File: src/rtl/pc_pkg.sv
// Shared definitions for the program sequencer: operation-select encoding
// and the fixed-priority strobe encoder.
package pc_pkg;

  // One operation is executed per cycle; the encoding lists them lowest to highest priority.
  typedef enum logic [2:0] {
    PC_OP_HOLD   = 3'd0,
    PC_OP_COUNT  = 3'd1,
    PC_OP_BRANCH = 3'd2,
    PC_OP_RET    = 3'd3,
    PC_OP_CALL   = 3'd4,
    PC_OP_JUMP   = 3'd5,
    PC_OP_IRQ    = 3'd6
  } pc_op_e;

  // Pick the single highest-priority strobe; lower strobes are ignored entirely.
  function automatic pc_op_e pc_op_select(
    input logic irq,
    input logic jump,
    input logic call,
    input logic ret,
    input logic branch,
    input logic count
  );
    if (irq)         return PC_OP_IRQ;
    else if (jump)   return PC_OP_JUMP;
    else if (call)   return PC_OP_CALL;
    else if (ret)    return PC_OP_RET;
    else if (branch) return PC_OP_BRANCH;
    else if (count)  return PC_OP_COUNT;
    else             return PC_OP_HOLD;
  endfunction

endpackage

File: src/rtl/pc_return_stack.sv
// LIFO return-address stack: register array plus a depth pointer.
// Push and pop are ignored when full / empty respectively; the caller
// decides what an illegal request means. dout always shows the top entry.
module pc_return_stack
  import pc_pkg::*;
#(
  parameter int DEPTH = 8,
  parameter int WIDTH = 16
) (
  input  logic                             clk,
  input  logic                             rst,
  input  logic                             push,
  input  logic                             pop,
  input  logic [WIDTH-1:0]                 din,
  output logic [WIDTH-1:0]                 dout,
  output logic [$clog2(DEPTH+1)-1:0]       depth,
  output logic                             full,
  output logic                             empty
);

  localparam int PTR_W = $clog2(DEPTH + 1);
  localparam int IDX_W = (DEPTH > 1) ? $clog2(DEPTH) : 1;

  logic [WIDTH-1:0] mem [DEPTH];
  logic [PTR_W-1:0] depth_reg;
  logic [IDX_W-1:0] top_idx;
  logic [IDX_W-1:0] wr_idx;
  logic             push_ok;
  logic             pop_ok;

  assign full    = (depth_reg == PTR_W'(DEPTH));
  assign empty   = (depth_reg == '0);
  assign depth   = depth_reg;
  assign push_ok = push && !full;
  assign pop_ok  = pop && !empty && !push;
  assign wr_idx  = IDX_W'(depth_reg);
  assign top_idx = IDX_W'(depth_reg - PTR_W'(1));
  assign dout    = mem[top_idx];

  // Depth pointer: reset clears all pending entries; push wins over a simultaneous pop.
  always_ff @(posedge clk or posedge rst) begin
    if (rst) begin
      depth_reg <= '0;
    end else if (push_ok) begin
      depth_reg <= depth_reg + PTR_W'(1);
    end else if (pop_ok) begin
      depth_reg <= depth_reg - PTR_W'(1);
    end
  end

  // Entry storage: contents are don't-care after reset, so no reset here.
  always_ff @(posedge clk) begin
    if (push_ok) begin
      mem[wr_idx] <= din;
    end
  end

endmodule

File: src/rtl/program_sequencer.sv
// Program counter with hardware call/return stack and PC-relative branching.
// Optional feature macro: PC_IRQ_EN adds irq/irq_ack and an in-service mask.
module program_sequencer
  import pc_pkg::*;
#(
  parameter int                ADDR_W       = 16,
  parameter int                STACK_DEPTH  = 8,
  parameter int                OFFSET_W     = 8,
  parameter logic [ADDR_W-1:0] RESET_VECTOR = '0
`ifdef PC_IRQ_EN
  ,
  parameter logic [ADDR_W-1:0] IRQ_VECTOR   = ADDR_W'(16'h0010)
`endif
) (
  input  logic                               clk,
  input  logic                               reset,
  input  logic                               count_enable,
  input  logic                               jump_enable,
  input  logic [ADDR_W-1:0]                  jump_address,
  input  logic                               branch_enable,
  input  logic [OFFSET_W-1:0]                branch_offset,
  input  logic                               call_enable,
  input  logic                               ret_enable,
  output logic [ADDR_W-1:0]                  address,
  output logic [$clog2(STACK_DEPTH+1)-1:0]   stack_depth,
  output logic                               stack_full,
  output logic                               stack_empty,
  output logic                               stack_error
`ifdef PC_IRQ_EN
  ,
  input  logic                               irq,
  output logic                               irq_ack
`endif
);

  logic [ADDR_W-1:0] address_reg;
  logic [ADDR_W-1:0] address_next;
  logic              error_reg;
  logic              error_next;
  logic              push;
  logic              pop;
  logic [ADDR_W-1:0] push_data;
  logic [ADDR_W-1:0] top_data;
  logic [ADDR_W-1:0] offset_ext;
  logic              irq_req;
  pc_op_e            op;

`ifdef PC_IRQ_EN
  logic in_service_reg;
  logic in_service_next;
  logic irq_ack_reg;
  logic irq_ack_next;

  // A second interrupt is masked until the handler returns.
  assign irq_req = irq && !in_service_reg;
  assign irq_ack = irq_ack_reg;
`else
  assign irq_req = 1'b0;
`endif

  assign offset_ext  = ADDR_W'(signed'(branch_offset));
  assign address     = address_reg;
  assign stack_error = error_reg;

  pc_return_stack #(
    .DEPTH (STACK_DEPTH),
    .WIDTH (ADDR_W)
  ) u_stack (
    .clk   (clk),
    .rst   (reset),
    .push  (push),
    .pop   (pop),
    .din   (push_data),
    .dout  (top_data),
    .depth (stack_depth),
    .full  (stack_full),
    .empty (stack_empty)
  );

  // Next-address selection from the highest-priority strobe, with stack requests and error detection.
  always_comb begin
    op           = pc_op_select(irq_req, jump_enable, call_enable,
                                ret_enable, branch_enable, count_enable);
    address_next = address_reg;
    error_next   = error_reg;
    push         = 1'b0;
    pop          = 1'b0;
    push_data    = address_reg + ADDR_W'(1);
`ifdef PC_IRQ_EN
    in_service_next = in_service_reg;
    irq_ack_next    = 1'b0;
`endif
    case (op)
`ifdef PC_IRQ_EN
      PC_OP_IRQ: begin
        // The interrupted instruction has not run yet, so return to it, not past it.
        if (!stack_full) begin
          push            = 1'b1;
          push_data       = address_reg;
          address_next    = IRQ_VECTOR;
          irq_ack_next    = 1'b1;
          in_service_next = 1'b1;
        end else begin
          error_next = 1'b1;
        end
      end
`endif
      PC_OP_JUMP: address_next = jump_address;
      PC_OP_CALL: begin
        if (!stack_full) begin
          push         = 1'b1;
          address_next = jump_address;
        end else begin
          error_next = 1'b1;
        end
      end
      PC_OP_RET: begin
        if (!stack_empty) begin
          pop          = 1'b1;
          address_next = top_data;
`ifdef PC_IRQ_EN
          in_service_next = 1'b0;
`endif
        end else begin
          error_next = 1'b1;
        end
      end
      PC_OP_BRANCH: address_next = address_reg + offset_ext;
      PC_OP_COUNT:  address_next = address_reg + ADDR_W'(1);
      default:      address_next = address_reg;
    endcase
  end

  // Address register and sticky error flag; only reset clears the error.
  always_ff @(posedge clk or posedge reset) begin
    if (reset) begin
      address_reg <= RESET_VECTOR;
      error_reg   <= 1'b0;
    end else begin
      address_reg <= address_next;
      error_reg   <= error_next;
    end
  end

`ifdef PC_IRQ_EN
  // Interrupt acknowledge pulse and in-service mask.
  always_ff @(posedge clk or posedge reset) begin
    if (reset) begin
      in_service_reg <= 1'b0;
      irq_ack_reg    <= 1'b0;
    end else begin
      in_service_reg <= in_service_next;
      irq_ack_reg    <= irq_ack_next;
    end
  end
`endif

endmodule

File: config.mk
export PLATFORM = sky130hd
export DESIGN_NAME = program_sequencer
export DESIGN_NICKNAME = d
export VERILOG_FILES = /design/src/rtl/pc_pkg.sv /design/src/rtl/pc_return_stack.sv /design/src/rtl/program_sequencer.sv
export SDC_FILE = /design/constraint.sdc
export NUM_CORES = 1
export LEC_CHECK = 0
export CORE_MARGIN = 1
export CORE_UTILIZATION = 55
export DETAILED_ROUTE_END_ITERATION = 16
export GPL_ROUTABILITY_DRIVEN = 0
export GPL_TIMING_DRIVEN = 1
export PLACE_DENSITY = 0.76
export RECOVER_POWER = 25
export SLEW_MARGIN = 20
export SYNTH_ARGS = -nofsm -noshare
export SYNTH_HDL_FRONTEND = slang
export SYNTH_SLANG_ARGS = --single-unit
File: constraint.sdc
create_clock -name clk -period 8 [get_ports clk]
set_input_delay 1.6 -clock clk [delete_from_list [all_inputs] [get_ports clk]]
set_output_delay 1.6 -clock clk [all_outputs]
set_load 0.03 [all_outputs]
==> results of run 1 <==
-- layout make-up --
class | instances | area share
Sequential cell | 149 | 0.519
Multi-Input combinational cell | 303 | 0.308
Timing Repair Buffer | 61 | 0.0701
Clock buffer | 17 | 0.0505
Tap cell | 172 | 0.0256
Clock inverter | 14 | 0.0183
Inverter | 19 | 0.00847
-- synthesized netlist by cell type (all sizes together) (2+ instances only) --
cell    number  area [µm²]
o32ai        3        26.3
ha          18         225
or2          3        18.8
o22ai       12        75.1
buf         12        66.3
o21a         2        15.0
and3         3        18.8
nand3b       3        22.5
o211ai       6        45.0
edfxtp     128        3840
a22oi        2        15.0
clkbuf       6        22.5
inv         19        71.3
nand2b       3        18.8
mux4        32         721
nand4        4        25.0
nand2       38         143
mux2i        6        60.1
or3b         2        20.0
dfrtp       21         526
nor3b        2        15.0
a31oi        9        56.3
o22a         2        17.5
a21o         4        30.0
a21oi       19        98.9
a221oi       3        26.3
nor2        30         130
xor2        13         121
nand3       17        85.1
nor4         2        12.5
a211oi       3        35.0
a222oi       4        40.0
nor3        11        55.1
o21ai       13        65.1
a221o        5        50.1
xnor2       18         158
-- kinds of logic (layout without fill, tap and decap cells) --
group | Yosys count | count (layout)
multiplexers | 38 | 38
XOR/XNOR | 31 | 31
AND/OR/NAND/NOR | 123 | 123
adder cells (fa/ha/maj) | 19 | 19
AO/OA/AOI/OAI | 92 | 92
buffers and inverters | 37 | 111
flip-flops | 149 | 149
-- report_power, final --
| group | leakage [nW] | total, W | internal [W] | switching (W) |
|---|---|---|---|---|
| registers | 1.40 | 0.00108 | 0.000992 | 0.0000866 |
| clock network | 0.285 | 0.000769 | 0.000461 | 0.000309 |
| logic | 1.24 | 0.00113 | 0.000470 | 0.000664 |
| total | 2.93 | 0.00298 | 0.00192 | 0.00106 |
-- final timing paths --
| path | slack (ns) | endpoint |
|---|---|---|
| worst max-delay path | 3.71 | stack_empty |
| worst min-delay path | 0.50 | stack_error |
| worst max register to register | 4.64 | address[10] |
| worst min register to register | 0.50 | stack_error |
| max in group asynchronous | 5.64 | u_stack.depth[0] |
| min in group asynchronous | 1.79 | address[1] |
-- metrics by stage --
step           setup slack [ns]  cells  hold WS (ns)  cell area (µm²)  power [W]
5_1_grt                    3.55    735         0.523             8420    0.00311
3_5_place_dp               3.89    704         0.492             7830    0.00221
6_report                   3.71    735         0.504             8420    0.00298
2_1_floorplan              4.04    489         0.677             7080    0.00185
3_3_place_gp               3.97    704         0.463             7830    0.00218
4_1_cts                    3.68    735         0.505             8410    0.00299
-- routing by layer --
| layer | routed length [µm] | track usage |
|---|---|---|
| met5 | 0 | 0 |
| met4 | 463 | 0.127 |
| met1 | 6420 | 0.349 |
| met3 | 1380 | 0.0596 |
| met2 | 8250 | 0.432 |
==> run summary, run 1 <==
commonest non-fill, non-tap cell in the layout: edfxtp_1
Antenna Nets Post-Route: 0
final-layout fill cell count: 884
vias in the first global route: 4705
post-synthesis xor/xnor area fraction: 0.0394
Most used DFF post-synth: edfxtp_1
Synth Area in Adders: 0.0346
max FFs per register: 128
FFs w/ async S/R, synth: 0.141
cells along the critical path: buf_4 -> inv_1 -> ha_2 -> nand2b_1 -> nor2_1 -> clkdlybuf4s50_1
Clock Skews: 0.0136 ns
clk sinks: 149
most frequent cells in the layout: edfxtp_1, clkdlybuf4s50_1, nand2_1, mux4_2, nor2_1
Synth Area per Inst: 14.5 µm²
register bit total from synthesis: 149
CP arrival: 2.69 ns
largest family of logic cells by synthesized area: multiplexers
Initial Utilization: 0.563
vias per inst: 6.36
Worst Hold Depth: 1
CTS tree: done
root buf cell: clkbuf_16
Max Fclk: 233 MHz
max_cap viols: 0
CP Launch Point: u_stack.depth[0]
Syn Nets: 539
initial antenna violation count: 0
Post-Synth Simple-Gate Area: 0.0859
final WL: 16500 µm
reg-to-reg startpoint: u_stack.depth[0]
status: finished, final reports clean
Final nets: 601
Worst VDD drop: 0.000177 V
post-layout min period: 4.29 ns
DR WL/cell: 22.5 µm
critical path peak fanout: 41
WP data required: 6.40 ns
Post-DP HPWL: 10700 µm
Worst Path Buf+Inv: 3
HP Class: reg -> reg
hold path start: stack_error
family with the most delay on the worst path: buffers and inverters
Worst-Skew Late Latency: 0.42 ns
worst reg2reg path depth: 8
Crit path largest cell delay: 0.72 ns
DR vias: 4675
CTS resizes: 0
# diodes: 0
Die Y: 115 µm
# hold bufs at CTS: 0
Startpoint Class: flip-flop
Storage cell area: 4370 µm²
H-tree depth: 4
DRT Pass-1 Iters: 7
share of cells above drive strength 1: 0.155
gr ovfl total: 0
synth warn: 0
port buffer count: 53
post-layout util: 0.670
Cell variety after synth: 58
Synth Area in Compound Gates: 0.0901
Post-route DRC: 0
slowest stage cell, crit path: clkdlybuf4s50_1
die width: 115 µm
Seq/Total Area, Yosys: 0.617
Synth Instances: 489
setup_tns: 0 ns
RSZ-0062 raised after global routing: no
Tcrit/Tclk final: 0.536
CP Class: reg -> out
pin count of the biggest net entering global routing: 42
Fin. Hold Viols: 0
Post-synth EDFFs: 128
Area growth syn-to-layout: 18.9%
synthesized cell area: 7080 µm²
Worst setup EP type: primary output
gr usage total: 0.268
global-route wire length before repair: 25400 µm
Worst Tran Pin Value: 1.04 ns
final setup fails: 0
Final Max Slew Viols: 0
Setup Buffers After CTS: 0
CTS clk-pin slew, worst paths: 0.06 ns
multiplexer share of the synthesized area: 0.110
I/O Pins: 54
drt initial violations: 353
Max Buffers Root-to-Sink: 2
# rows: 41
P_leak: 2.93 nW
cell depth of the worst setup path: 6
multi-input combinational cell area: 2590 µm²
power density over the cells: 354 nW/µm²
Die Area: 13300 µm²
CTS Buf Count: 17
CORE AREA: 12600 µm²
relative slew slack: 0.306
Power figures use the tool's default switching activity.
==> inputs of run 2 (changes only) <==
==> constraint.sdc (replaced) <==
create_clock -name clk -period 4.07 [get_ports clk]
set_input_delay 0.814 -clock clk [delete_from_list [all_inputs] [get_ports clk]]
set_output_delay 0.814 -clock clk [all_outputs]
set_load 0.03 [all_outputs]
==> run summary, run 2 (synthesized netlist as in run 1, its figures left out) <==
status: finished, final reports clean (unchanged)
CP arrival: 2.42 ns (was 2.69 ns)
gr ovfl total: 0 (unchanged)
post-layout min period: 3.24 ns
commonest non-fill, non-tap cell in the layout: edfxtp_1 (unchanged)
Initial Utilization: 0.563 (unchanged)
DR WL/cell: 22.7 µm (was 22.5 µm)
initial antenna violation count: 0 (unchanged)
critical path peak fanout: 9 (was 41)
Startpoint Class: flip-flop (unchanged)
most frequent cells in the layout: edfxtp_1, clkdlybuf4s50_1, nand2_1, mux4_2, nor2_1 (unchanged)
max FFs per register: 128 (unchanged)
Final nets: 604 (was 601)
Die Area: 13300 µm² (unchanged)
gr usage total: 0.268 (about the same)
CP Class: reg -> out (unchanged)
vias in the first global route: 4655 (was 4705)
Finished Layout Cells: 738 (was 735)
Fin. Hold Viols: 0 (unchanged)
CORE AREA: 12600 µm² (unchanged)
Crit path largest cell delay: 0.70 ns (was 0.72 ns)
Reg power frac: 0.355 (was 0.362)
NetSw: 0.00207 W (was 0.00106 W)
port buffer count: 53 (unchanged)
Max Buffers Root-to-Sink: 2 (unchanged)
Tcrit/Tclk final: 0.795
max_cap viols: 0 (unchanged)
Setup Buffers After CTS: 0 (unchanged)
CTS resizes: 0 (unchanged)
Clock Skews: 0.00953 ns (was 0.0136 ns)
WP data required: 3.26 ns (was 6.40 ns)
power density over the cells: 705 nW/µm² (was 354 nW/µm²)
Die Y: 115 µm (unchanged)
Worst-Skew Late Latency: 0.42 ns (about the same)
Area growth syn-to-layout: 19.8% (was 18.9%)
Worst Slack Setup Final: 0.833 ns (was 3.71 ns)
Int Pwr: 0.00391 W (was 0.00192 W)
Max Fclk: 309 MHz
HP Class: reg -> reg (unchanged)
clk sinks: 149 (unchanged)
final setup fails: 0 (unchanged)
Comb pwr share: 0.369 (was 0.380)
worst hold slack: 0.480 ns (was 0.504 ns)
pin count of the biggest net entering global routing: 41 (was 42)
Final Cell Area: 8480 µm² (was 8420 µm²)
CTS tree: done (unchanged)
relative slew slack: 0.334 (was 0.306)
Post-route DRC: 0 (unchanged)
# hold bufs at CTS: 0 (unchanged)
Sw Ratio: 0.346 (was 0.355)
final WL: 16800 µm (was 16500 µm)
Final Max Slew Viols: 0 (unchanged)
drt initial violations: 403 (was 353)
global-route wire length before repair: 25200 µm (was 25400 µm)
CTS Buf Count: 17 (unchanged)
vias per inst: 6.38 (was 6.36)
Post-DP HPWL: 10700 µm (about the same)
DR vias: 4706 (was 4675)
clock share of power: 0.276 (was 0.258)
cells along the critical path: inv_1 -> ha_1 -> nand2b_1 -> nor2_1 -> clkdlybuf4s50_1 (was buf_4 -> inv_1 -> ha_2 -> nand2b_1 -> nor2_1 -> clkdlybuf4s50_1)
placed insts: 707 (was 704)
# rows: 41 (unchanged)
Antenna Nets Post-Route: 0 (unchanged)
H-tree depth: 4 (unchanged)
P_leak: 2.95 nW (was 2.93 nW)
Worst VDD drop: 0.000383 V (was 0.000177 V)
Worst setup EP type: primary output (unchanged)
slowest stage cell, crit path: clkdlybuf4s50_1 (unchanged)
DRT Pass-1 Iters: 7 (unchanged)
I/O Pins: 54 (unchanged)
RSZ-0062 raised after global routing: no (unchanged)
pre-CTS setup slack: 0.756 ns (was 3.89 ns)
area post-placement: 7850 µm² (was 7830 µm²)
setup_tns: 0 ns (unchanged)
share of cells above drive strength 1: 0.161 (was 0.155)
Worst Tran Pin Value: 0.997 ns (was 1.04 ns)
CTS clk-pin slew, worst paths: 0.06 ns (about the same)
# diodes: 0 (unchanged)
die width: 115 µm (unchanged)
root buf cell: clkbuf_16 (unchanged)
run 2: layer usage:
metal | vias up | part of all wire | track usage
met5 | - | 0 | 0
met4 | 0 | 0.031 | 0.132
met3 | 43 | 0.076 | 0.0544
met2 | 264 | 0.49 | 0.438
met1 | 2344 | 0.40 | 0.344
li1 | 2055 | - | -
run 2: cell type report:
type	instances	area, µm²
multi-input cells	303	2580
well taps	172	215
clock inverters	14	200
clock buffers	17	425
inverters	19	71.3
fillers	858	4090
flip-flops and latches	149	4370
repair buffers	64	613
run 2: worst max-delay path, delay by kind of cell (launching register included):
family	cells	cell delay [ns]
adders and majority gates	1	0.31
and+or+nand+nor	2	0.36
DFF	1	0.50
buffers and inverters	2	0.83
run 2: worst paths after layout:
check / cells after the start / from / slack (ns) / endpoint
hold / removal: 1 / stack_error / 0.48 / stack_error
setup reg to reg: 8 / u_stack.depth[1] / 1.35 / u_stack.mem[7][11]
setup / recovery: 5 / u_stack.depth[1] / 0.83 / stack_empty
hold reg to reg: 1 / stack_error / 0.48 / stack_error
min in group asynchronous: 2 / reset / 1.00 / address[0]
max in group asynchronous: 2 / reset / 2.50 / u_stack.depth[0]
run 2: power groups by stage:
stage	combinational (W)	clock, W	sequential [W]
2_1_floorplan	0.00143	0	0.00221
3_3_place_gp	0.00213	0	0.00213
3_5_place_dp	0.00217	0	0.00214
4_1_cts	0.00220	0.00167	0.00212
5_1_grt	0.00237	0.00172	0.00214
6_report	0.00221	0.00165	0.00212
run 2: per-stage QoR:
step                       util  total power [W]
after floorplan               -          0.00364
after global placement    0.624          0.00426
after detailed placement  0.624          0.00431
after CTS                 0.674          0.00599
after global routing      0.675          0.00623
final                     0.675          0.00598
==> inputs of run 3 (changes only) <==
==> constraint.sdc (replaced) <==
create_clock -name clk -period 3.15 [get_ports clk]
set_input_delay 0.63 -clock clk [delete_from_list [all_inputs] [get_ports clk]]
set_output_delay 0.63 -clock clk [all_outputs]
set_load 0.03 [all_outputs]
==> run summary, run 3 (synthesized netlist as in run 1, its figures left out) <==
Area growth syn-to-layout: 21.0% (was 19.8%)
CTS resizes: 0 (unchanged)
max_cap viols: 0 (unchanged)
slowest stage cell, crit path: clkdlybuf4s50_1 (unchanged)
Final Max Slew Viols: 0 (unchanged)
multi-input combinational cell area: 2610 µm² (was 2580 µm²)
pre-CTS setup slack: 0.0164 ns (was 0.756 ns)
share of cells above drive strength 1: 0.179 (was 0.161)
die width: 115 µm (unchanged)
most frequent cells in the layout: edfxtp_1, clkdlybuf4s50_1, nand2_1, mux4_2, nor2_1 (unchanged)
HP Class: reg -> reg (unchanged)
commonest non-fill, non-tap cell in the layout: edfxtp_1 (unchanged)
WP data required: 2.52 ns (was 3.26 ns)
post-layout min period: 3.01 ns
I/O Pins: 54 (unchanged)
Antenna Nets Post-Route: 0 (unchanged)
DRT Pass-1 Iters: 5 (was 7)
CTS clk-pin slew, worst paths: 0.06 ns (about the same)
Worst Slack Setup Final: 0.140 ns (was 0.833 ns)
Initial Utilization: 0.563 (unchanged)
H-tree depth: 4 (unchanged)
reg-to-reg startpoint: address[7] (was u_stack.depth[1])
drt initial violations: 445 (was 403)
P_leak: 2.99 nW (was 2.95 nW)
port buffer count: 53 (unchanged)
Post-DP HPWL: 11000 µm (was 10700 µm)
Worst-Skew Late Latency: 0.42 ns (about the same)
register-to-register setup slack: 0.59 ns (was 1.35 ns)
hold path start: stack_error (unchanged)
Worst Tran Pin Value: 0.870 ns (was 0.997 ns)
relative slew slack: 0.419 (was 0.334)
initial antenna violation count: 0 (unchanged)
Worst setup EP type: primary output (unchanged)
clk sinks: 149 (unchanged)
final WL: 16900 µm (was 16800 µm)
CTS Buf Count: 17 (unchanged)
CP Class: reg -> out (unchanged)
# rows: 41 (unchanged)
vias per inst: 6.35 (was 6.38)
vias in the first global route: 4868 (was 4655)
cells along the critical path: inv_1 -> ha_1 -> nand2b_1 -> nor2_1 -> clkdlybuf4s50_1 (unchanged)
gr ovfl total: 0 (unchanged)
power density over the cells: 890 nW/µm² (was 705 nW/µm²)
worst hold slack: 0.473 ns (was 0.480 ns)
Setup Buffers After CTS: 0 (unchanged)
Clock Skews: 0.00653 ns (was 0.00953 ns)
Startpoint Class: flip-flop (unchanged)
Crit path largest cell delay: 0.72 ns (was 0.70 ns)
gr usage total: 0.273 (was 0.268)
# diodes: 0 (unchanged)
CORE AREA: 12600 µm² (unchanged)
final setup fails: 0 (unchanged)
Tcrit/Tclk final: 0.956
RSZ-0062 raised after global routing: no (unchanged)
root buf cell: clkbuf_16 (unchanged)
global-route wire length before repair: 26100 µm (was 25200 µm)
Storage cell area: 4370 µm² (unchanged)
max FFs per register: 128 (unchanged)
Die Y: 115 µm (unchanged)
status: finished, final reports clean (unchanged)
Final nets: 613 (was 604)
Fin. Hold Viols: 0 (unchanged)
pin count of the biggest net entering global routing: 41 (unchanged)
critical path peak fanout: 5 (was 9)
DR vias: 4744 (was 4706)
post-layout util: 0.682 (was 0.675)
Worst VDD drop: 0.000475 V (was 0.000383 V)
family with the most delay on the worst path: buffers and inverters (unchanged)
Die Area: 13300 µm² (unchanged)
final-layout fill cell count: 835 (was 858)
CP Launch Point: u_stack.depth[0] (was u_stack.depth[1])
Max Fclk: 332 MHz
DR WL/cell: 22.6 µm (was 22.7 µm)
Worst Path Buf+Inv: 2 (unchanged)
CTS tree: done (unchanged)
CP arrival: 2.38 ns (was 2.42 ns)
Max Buffers Root-to-Sink: 2 (unchanged)
# hold bufs at CTS: 0 (unchanged)
Post-route DRC: 0 (unchanged)
[run 3: final cells by class]
| cell class | instances | area share |
|---|---|---|
| Clock buffer | 18 | 0.0501 |
| Clock inverter | 13 | 0.0147 |
| Inverter | 19 | 0.00832 |
| Multi-Input combinational cell | 303 | 0.305 |
| Sequential cell | 149 | 0.510 |
| Tap cell | 172 | 0.0251 |
| Timing Repair Buffer | 73 | 0.0867 |
[run 3: final timing paths]
path / endpoint / cells past startpoint
worst max-delay path: stack_empty / 5
worst min-delay path: stack_error / 1
worst max register to register: address[11] / 6
worst min register to register: stack_error / 1
max in group asynchronous: u_stack.depth[0] / 2
min in group asynchronous: address[1] / 2
[run 3: power breakdown]
| part | switching [W] | internal (W) |
|---|---|---|
| clock network | 0.000799 | 0.00109 |
| registers | 0.000178 | 0.00252 |
| logic | 0.00175 | 0.00129 |
| total | 0.00272 | 0.00491 |
[run 3: metal layers]
metal	vias to the layer above	global-route usage	wire [µm]
li1	2069	-	-
met1	2404	0.338	6700
met2	232	0.461	8590
met3	39	0.0638	1220
met4	0	0.125	394
met5	-	0	0
[run 3: per-stage QoR]
step | power, W | setup TNS, ns | std cells | cell area, µm²
2_1_floorplan | 0.00473 | -10.37 | 489 | 7110
3_3_place_gp | 0.00563 | 0 | 716 | 8010
3_5_place_dp | 0.00571 | 0 | 716 | 8010
4_1_cts | 0.00764 | 0 | 747 | 8560
5_1_grt | 0.00796 | 0 | 747 | 8570
6_report | 0.00763 | 0 | 747 | 8570
[run 3: worst register-to-register path, delay by kind of cell, from the launching register on]
family | cells | cell delay [ns]
simple gates | 3 | 1.12
xor+xnor | 1 | 0.57
flops | 1 | 0.48
compound gates | 2 | 0.31
